**src/rtl/chunk_arb_pkg.sv**
```systemverilog
// Shared types and constants for the stereo chunk write arbiter.
package chunk_arb_pkg;

  localparam int CHUNK_W = 128;
  localparam int STAT_W  = 32;

  typedef enum logic [1:0] {
    IDLE   = 2'd0,
    GRANT0 = 2'd1,
    GRANT1 = 2'd2
  } arb_state_t;

  typedef logic req_id_t;

endpackage

```
**src/rtl/chunk_addr_gen.sv**
```systemverilog
// Per-requester frame-buffer address counter: wraps at the frame size,
// resynchronises to zero on tlast, and adds the requester's base address.
module chunk_addr_gen #(
  parameter int unsigned FRAME_CHUNKS = 4800,
  parameter int unsigned ADDR_W       = 27,
  parameter int unsigned BASE_ADDR    = 0
) (
  input  logic              clk,
  input  logic              rst_n,
  input  logic              inc,
  input  logic              last,
  output logic [ADDR_W-1:0] addr
);

  localparam int unsigned CNT_W = (FRAME_CHUNKS > 1) ? $clog2(FRAME_CHUNKS) : 1;
  localparam logic [CNT_W-1:0]  CNT_MAX = CNT_W'(FRAME_CHUNKS - 1);
  localparam logic [ADDR_W-1:0] BASE    = ADDR_W'(BASE_ADDR);

  logic [CNT_W-1:0] cnt;

  // tlast wins over the wrap so a short frame still realigns the buffer
  always_ff @(posedge clk or negedge rst_n) begin
    if (!rst_n) begin
      cnt <= '0;
    end else if (inc) begin
      if (last || cnt == CNT_MAX) begin
        cnt <= '0;
      end else begin
        cnt <= cnt + 1'b1;
      end
    end
  end

  // Sum is taken modulo 2^ADDR_W
  assign addr = BASE + ADDR_W'(cnt);

endmodule

```
**src/rtl/chunk_write_arbiter.sv**
```systemverilog
// Round-robin burst arbiter merging two chunk streams onto one registered write port.
// Optional statistics counters are built when CHUNK_ARB_STATS_EN is defined.
//
// Handshake: a beat moves on any rising edge where valid && ready are both high;
// valid never depends on ready, and a raised valid holds its payload until taken.
module chunk_write_arbiter
  import chunk_arb_pkg::*;
#(
  parameter int unsigned BURST_LEN    = 8,
  parameter int unsigned FRAME_CHUNKS = 4800,
  parameter int unsigned ADDR_W       = 27,
  parameter int unsigned BASE_ADDR_0  = 0,
  parameter int unsigned BASE_ADDR_1  = 4800
) (
  input  logic               clk_in,
  input  logic               rst_n_in,
  input  logic               s0_tvalid,
  output logic               s0_tready,
  input  logic [CHUNK_W-1:0] s0_tdata,
  input  logic               s0_tlast,
  input  logic               s1_tvalid,
  output logic               s1_tready,
  input  logic [CHUNK_W-1:0] s1_tdata,
  input  logic               s1_tlast,
  output logic               m_tvalid,
  input  logic               m_tready,
  output logic [CHUNK_W-1:0] m_tdata,
  output logic [ADDR_W-1:0]  m_taddr,
  output logic               m_tid,
  output logic               m_tlast,
  output logic [1:0]         grant_out
`ifdef CHUNK_ARB_STATS_EN
  ,
  output logic [STAT_W-1:0]  stat_chunks_0,
  output logic [STAT_W-1:0]  stat_chunks_1,
  output logic [STAT_W-1:0]  stat_stall
`endif
);

  localparam logic [7:0] BURST_LAST = 8'(BURST_LEN - 1);

  arb_state_t        state;
  arb_state_t        state_next;
  req_id_t           last_served;
  logic [7:0]        burst_cnt;
  logic              out_free;
  logic              burst_end;
  logic              acc0;
  logic              acc1;
  logic [ADDR_W-1:0] addr0;
  logic [ADDR_W-1:0] addr1;

  assign out_free  = !m_tvalid || m_tready;
  assign burst_end = (burst_cnt == BURST_LAST);
  assign acc0      = s0_tvalid && s0_tready;
  assign acc1      = s1_tvalid && s1_tready;

  always_ff @(posedge clk_in or negedge rst_n_in) begin
    if (!rst_n_in) begin
      state <= IDLE;
    end else begin
      state <= state_next;
    end
  end

  // A grant ends on a full burst, a frame end, or a requester going quiet
  always_comb begin
    state_next = state;
    case (state)
      IDLE: begin
        if (s0_tvalid && s1_tvalid) begin
          state_next = (last_served == 1'b1) ? GRANT0 : GRANT1;
        end else if (s0_tvalid) begin
          state_next = GRANT0;
        end else if (s1_tvalid) begin
          state_next = GRANT1;
        end
      end
      GRANT0: begin
        if (!s0_tvalid || (acc0 && (burst_end || s0_tlast))) begin
          state_next = IDLE;
        end
      end
      GRANT1: begin
        if (!s1_tvalid || (acc1 && (burst_end || s1_tlast))) begin
          state_next = IDLE;
        end
      end
      default: state_next = IDLE;
    endcase
  end

  always_comb begin
    s0_tready = 1'b0;
    s1_tready = 1'b0;
    grant_out = 2'b00;
    case (state)
      GRANT0: begin
        s0_tready = out_free;
        grant_out = 2'b01;
      end
      GRANT1: begin
        s1_tready = out_free;
        grant_out = 2'b10;
      end
      default: ;
    endcase
  end

  // Burst length and fairness pointer bookkeeping
  always_ff @(posedge clk_in or negedge rst_n_in) begin
    if (!rst_n_in) begin
      burst_cnt   <= '0;
      last_served <= 1'b1;
    end else begin
      if (state == IDLE) begin
        burst_cnt <= '0;
      end else if (acc0 || acc1) begin
        burst_cnt <= burst_cnt + 1'b1;
      end
      if (state == GRANT0 && state_next == IDLE) begin
        last_served <= 1'b0;
      end else if (state == GRANT1 && state_next == IDLE) begin
        last_served <= 1'b1;
      end
    end
  end

  chunk_addr_gen #(
    .FRAME_CHUNKS(FRAME_CHUNKS),
    .ADDR_W      (ADDR_W),
    .BASE_ADDR   (BASE_ADDR_0)
  ) u_addr0 (
    .clk  (clk_in),
    .rst_n(rst_n_in),
    .inc  (acc0),
    .last (s0_tlast),
    .addr (addr0)
  );

  chunk_addr_gen #(
    .FRAME_CHUNKS(FRAME_CHUNKS),
    .ADDR_W      (ADDR_W),
    .BASE_ADDR   (BASE_ADDR_1)
  ) u_addr1 (
    .clk  (clk_in),
    .rst_n(rst_n_in),
    .inc  (acc1),
    .last (s1_tlast),
    .addr (addr1)
  );

  // Output register: reload on accept, otherwise empty once drained
  always_ff @(posedge clk_in or negedge rst_n_in) begin
    if (!rst_n_in) begin
      m_tvalid <= 1'b0;
      m_tdata  <= '0;
      m_taddr  <= '0;
      m_tid    <= 1'b0;
      m_tlast  <= 1'b0;
    end else if (acc0) begin
      m_tvalid <= 1'b1;
      m_tdata  <= s0_tdata;
      m_taddr  <= addr0;
      m_tid    <= 1'b0;
      m_tlast  <= s0_tlast;
    end else if (acc1) begin
      m_tvalid <= 1'b1;
      m_tdata  <= s1_tdata;
      m_taddr  <= addr1;
      m_tid    <= 1'b1;
      m_tlast  <= s1_tlast;
    end else if (m_tready) begin
      m_tvalid <= 1'b0;
    end
  end

`ifdef CHUNK_ARB_STATS_EN
  always_ff @(posedge clk_in or negedge rst_n_in) begin
    if (!rst_n_in) begin
      stat_chunks_0 <= '0;
      stat_chunks_1 <= '0;
      stat_stall    <= '0;
    end else begin
      if (m_tvalid && m_tready && !m_tid && stat_chunks_0 != '1) begin
        stat_chunks_0 <= stat_chunks_0 + 1'b1;
      end
      if (m_tvalid && m_tready && m_tid && stat_chunks_1 != '1) begin
        stat_chunks_1 <= stat_chunks_1 + 1'b1;
      end
      if (m_tvalid && !m_tready && stat_stall != '1) begin
        stat_stall <= stat_stall + 1'b1;
      end
    end
  end
`endif

endmodule

```
**config.mk**
```make
export PLATFORM = sky130hd
export DESIGN_NAME = chunk_write_arbiter
export DESIGN_NICKNAME = d
export VERILOG_FILES = /design/src/rtl/chunk_arb_pkg.sv /design/src/rtl/chunk_addr_gen.sv /design/src/rtl/chunk_write_arbiter.sv
export SDC_FILE = /design/constraint.sdc
export NUM_CORES = 1
export LEC_CHECK = 0
export BUFFER_PORTS_ARGS = -buffer_cell sky130_fd_sc_hd__buf_2
export CAP_MARGIN = 30
export CORE_AREA = 3 3 166 168
export DETAILED_ROUTE_END_ITERATION = 10
export DIE_AREA = 0 0 169 171
export GPL_ROUTABILITY_DRIVEN = 0
export HOLD_SLACK_MARGIN = 0.08
export MAX_ROUTING_LAYER = met4
export PLACE_DENSITY_LB_ADDON = 0.15
export SETUP_SLACK_MARGIN = 0.02
export SLEW_MARGIN = 20
export SYNTH_ARGS = -nofsm -noshare
export SYNTH_HDL_FRONTEND = slang
export SYNTH_SLANG_ARGS = --single-unit
```
**constraint.sdc**
```tcl
create_clock -name clk_in -period 2.9 [get_ports clk_in]
set_clock_uncertainty 0.15 [all_clocks]
set_input_delay 0.145 -clock clk_in [delete_from_list [all_inputs] [get_ports clk_in]]
set_output_delay 0.145 -clock clk_in [all_outputs]
set_load 0.01 [all_outputs]
```
==> out/metrics.cfg <==
[status]
status=finished, final reports clean

[synthesis]
synthFlopType=dfrtp_1
syn_inst=1016
netlist-cell-type-count=59
seq_area_frac_synth_pct=52.2
syn_area_per_cell_sq_um=8.58
async_flop_share_pct=100
ys_ff_latch=182
synth_area_sq_mm=0.00872
synth-edff-count=0
ys.warnings.count=0

[die]
die_h_microns=171
floorplan.rows=59
die_w_microns=169
start_util_pct=33.5
ios=425
dieArea_sq_mm=0.0289
core_sq_mm=0.0261

[grt]
grt_start_max_net_pins=94
gr-total-overflow=0
track_usage_pct=23.1
grt_pass1_vias=9738
grt_pass1_wl_mm=51.9
antenna_found_initial=0

[finish]
fill_cells=2373
antenna_cells=0
layout.cells.most_common_list=buf_2 (410), nand2_1 (305), dlygate4sd3_1 (265)
finish.utilization_pct=54.8
final_common_cell=buf_2
nNetsFinal=1926
drive_above_1_share_pct=28.7
syn_to_final_growth_pct=63.7

[place]
hpwl_mm=22.2
numPortBuffers=411

[worst_setup_path]
worstSetupPathType=input pin to flop
slowest_stage=dlygate4sd3_1
cpPeakStageDelay_ns=0.57
worst-path-buf-inv=5
worstSetupEndpointType=flop
crit_top_cell=dlygate4sd3_1
required_ns=3.12
critical_path.top_delay_family=buffers and inverters
critPathLaunchType=input pin
crit_fanout=65
crit_chain=dlygate4sd3_1, buf_2, nand2b_2, nand3_4, buf_12, buf_4, nor2_1, a31oi_1, dlygate4sd3_1
cp_data_arrival_time_ns=2.92

[pwr]
p_per_area_mw_per_mm2=879
p_switching_w=0.00457
p_int_w=0.00798
power_leakage_nw=6.98
peakVddDrop_mv=0.581
p_clk_share_pct=18.1
pwr-share-comb_pct=47.8
netSwitchingFraction_pct=36.4
pwr-share-seq_pct=34.1
design_power_total_w=0.0125

[flow_run]
cap_violations=0

[clocking]
clock_latency_ns=0.43
cts_buffers=17
cts_htree_levels=4
clock_path_buffers=2
cts-root-buf=clkbuf_16
cts_sinks=182
clk_pin_slew_ns=0.08
cts_tree=built

[timing]
hold_viol=0
min_period_ns=2.70
slew_violations=0
grt_setup_unrepaired=false
finalSetupViolations=0
relSlewSlack_pct=53.3
worst_pin_slew_ns=0.697
period_share_pct=93.0
max_freq_mhz=371
hold_ws_ns=0.0971
fin_tns_setup_ns=0

[drt]
wl_per_cell_microns=17.1
drc=0
final_antenna_net_count=0
drtIter0Drc=695
dr_total_vias=9822
wl_mm=34.2
routed_via_density=4.90
dr.pass1.iters=5

[min_path]
hp-class=input pin to async pin

## path summary, 6_finish.rpt
path | slack, ns | startpoint | end | cells past startpoint
setup / recovery | 0.20 | m_tready | m_tdata[112]$_DFFE_PN0P_ | 9
max in group asynchronous | 1.72 | rst_n_in | last_served$_DFFE_PN1P_ | 3
min in group clk_in | 0.33 | m_taddr[5]$_DFFE_PN0P_ | m_taddr[5]$_DFFE_PN0P_ | 2
hold reg to reg | 0.33 | m_taddr[5]$_DFFE_PN0P_ | m_taddr[5]$_DFFE_PN0P_ | 2
setup reg to reg | 0.28 | state[0]$_DFF_PN0_ | m_tdata[112]$_DFFE_PN0P_ | 7
hold / removal | 0.1 | rst_n_in | m_tdata[115]$_DFFE_PN0P_ | 2
## cells in the mapped netlist, drive strengths merged (2+ instances only)
library cell  instances  area, sq um
and4                  3         26.3
o21ai                22          110
a21oi                 6         33.8
inv                   7         26.3
a221o                 4         40.0
nand2b                3         18.8
o221ai                2         17.5
nand3b                2         15.0
xor2                 10         87.6
nor2b                 5         38.8
nand4                 6         37.5
dfrtp               181         4530
mux2i                 3         30.0
nor2                161          614
and2                  2         12.5
buf                  60          359
xnor2                10         87.6
a211oi                3         45.0
a21o                  5         37.5
a22oi                 9         67.6
clkbuf               24         90.1
ha                    6         75.1
and3                  6         37.5
nor3                  5         25.0
nand2               305         1140
o2111ai               2         23.8
nand3                14         80.1
nor3b                 2         20.0
nor4                  4         46.3
a31oi               130          813
## registers in the layout (all words and copies together) (netlist names)
register / count
u_addr0.cnt: 13
u_addr1.cnt: 13
last_served: 1
m_tdata: 128
state: 2
m_taddr: 14
burst_cnt: 8
m_tvalid: 1
m_tid: 1
m_tlast: 1
## what timing repair did
item | in CTS | in global routing
endpoints found under the hold margin | 326 | 1
gates resized for setup | 0 | 1
endpoints found under the setup margin | 0 | 6
hold buffers | 264 | 1
setup buffers | 0 | 0
## kinds of logic after synthesis
kind of cell | count (synthesis) | synth area share, %
AO/OA/AOI/OAI | 190 | 14.3
multiplexers | 3 | 0.344
AND/OR/NAND/NOR | 523 | 24.8
flip-flops | 182 | 52.2
adder cells (fa/ha/maj) | 6 | 0.861
buffers and inverters | 91 | 5.45
other | 1 | 0.0430
XOR/XNOR | 20 | 2.01
## worst reg2reg max path, delay by kind of cell, from the launching register on
kind                   cells  cell delay (ns)
buffers and inverters      3             1.27
AO/OA/AOI/OAI              1             0.15
flip-flops                 1             0.45
AND/OR/NAND/NOR            3             0.56
## metrics by stage
stage / cell area (sq um) / setup slack [ns] / cells
after floorplan: 8770 / 1.10 / 1028
after global placement: 11100 / 0.784 / 1707
after detailed placement: 11100 / 0.746 / 1707
after CTS: 14300 / 0.206 / 2003
after global routing: 14300 / 0.0643 / 2005
final: 14300 / 0.202 / 2005
## power groups by stage
| stage | logic [W] | clock network [W] | registers, W |
|---|---|---|---|
| after floorplan | 0.00184 | 0 | 0.00470 |
| after global placement | 0.00412 | 0 | 0.00429 |
| after detailed placement | 0.00420 | 0 | 0.00429 |
| after CTS | 0.00590 | 0.00234 | 0.00426 |
| after global routing | 0.00658 | 0.00244 | 0.00440 |
| final | 0.00600 | 0.00227 | 0.00428 |
## cell type report
type | instances | area [sq um] | area share (%)
timing repair buffer | 693 | 4960 | 34.7
sequential | 182 | 4560 | 31.9
multi-input combinational | 756 | 3770 | 26.4
clock buffer | 19 | 443 | 3.10
tap | 335 | 419 | 2.93
clock inverter | 13 | 114 | 0.797
inverter | 7 | 26.3 | 0.184
## metal layers
metal	track usage, %	vias up	part of all wire, %
met3	4.34	49	6.4
li1	-	4698	-
met1	30.0	4689	43
met2	37.3	386	49
met5	-	-	0
met4	6.10	0	2.0
(Power assumes the default switching activity.)
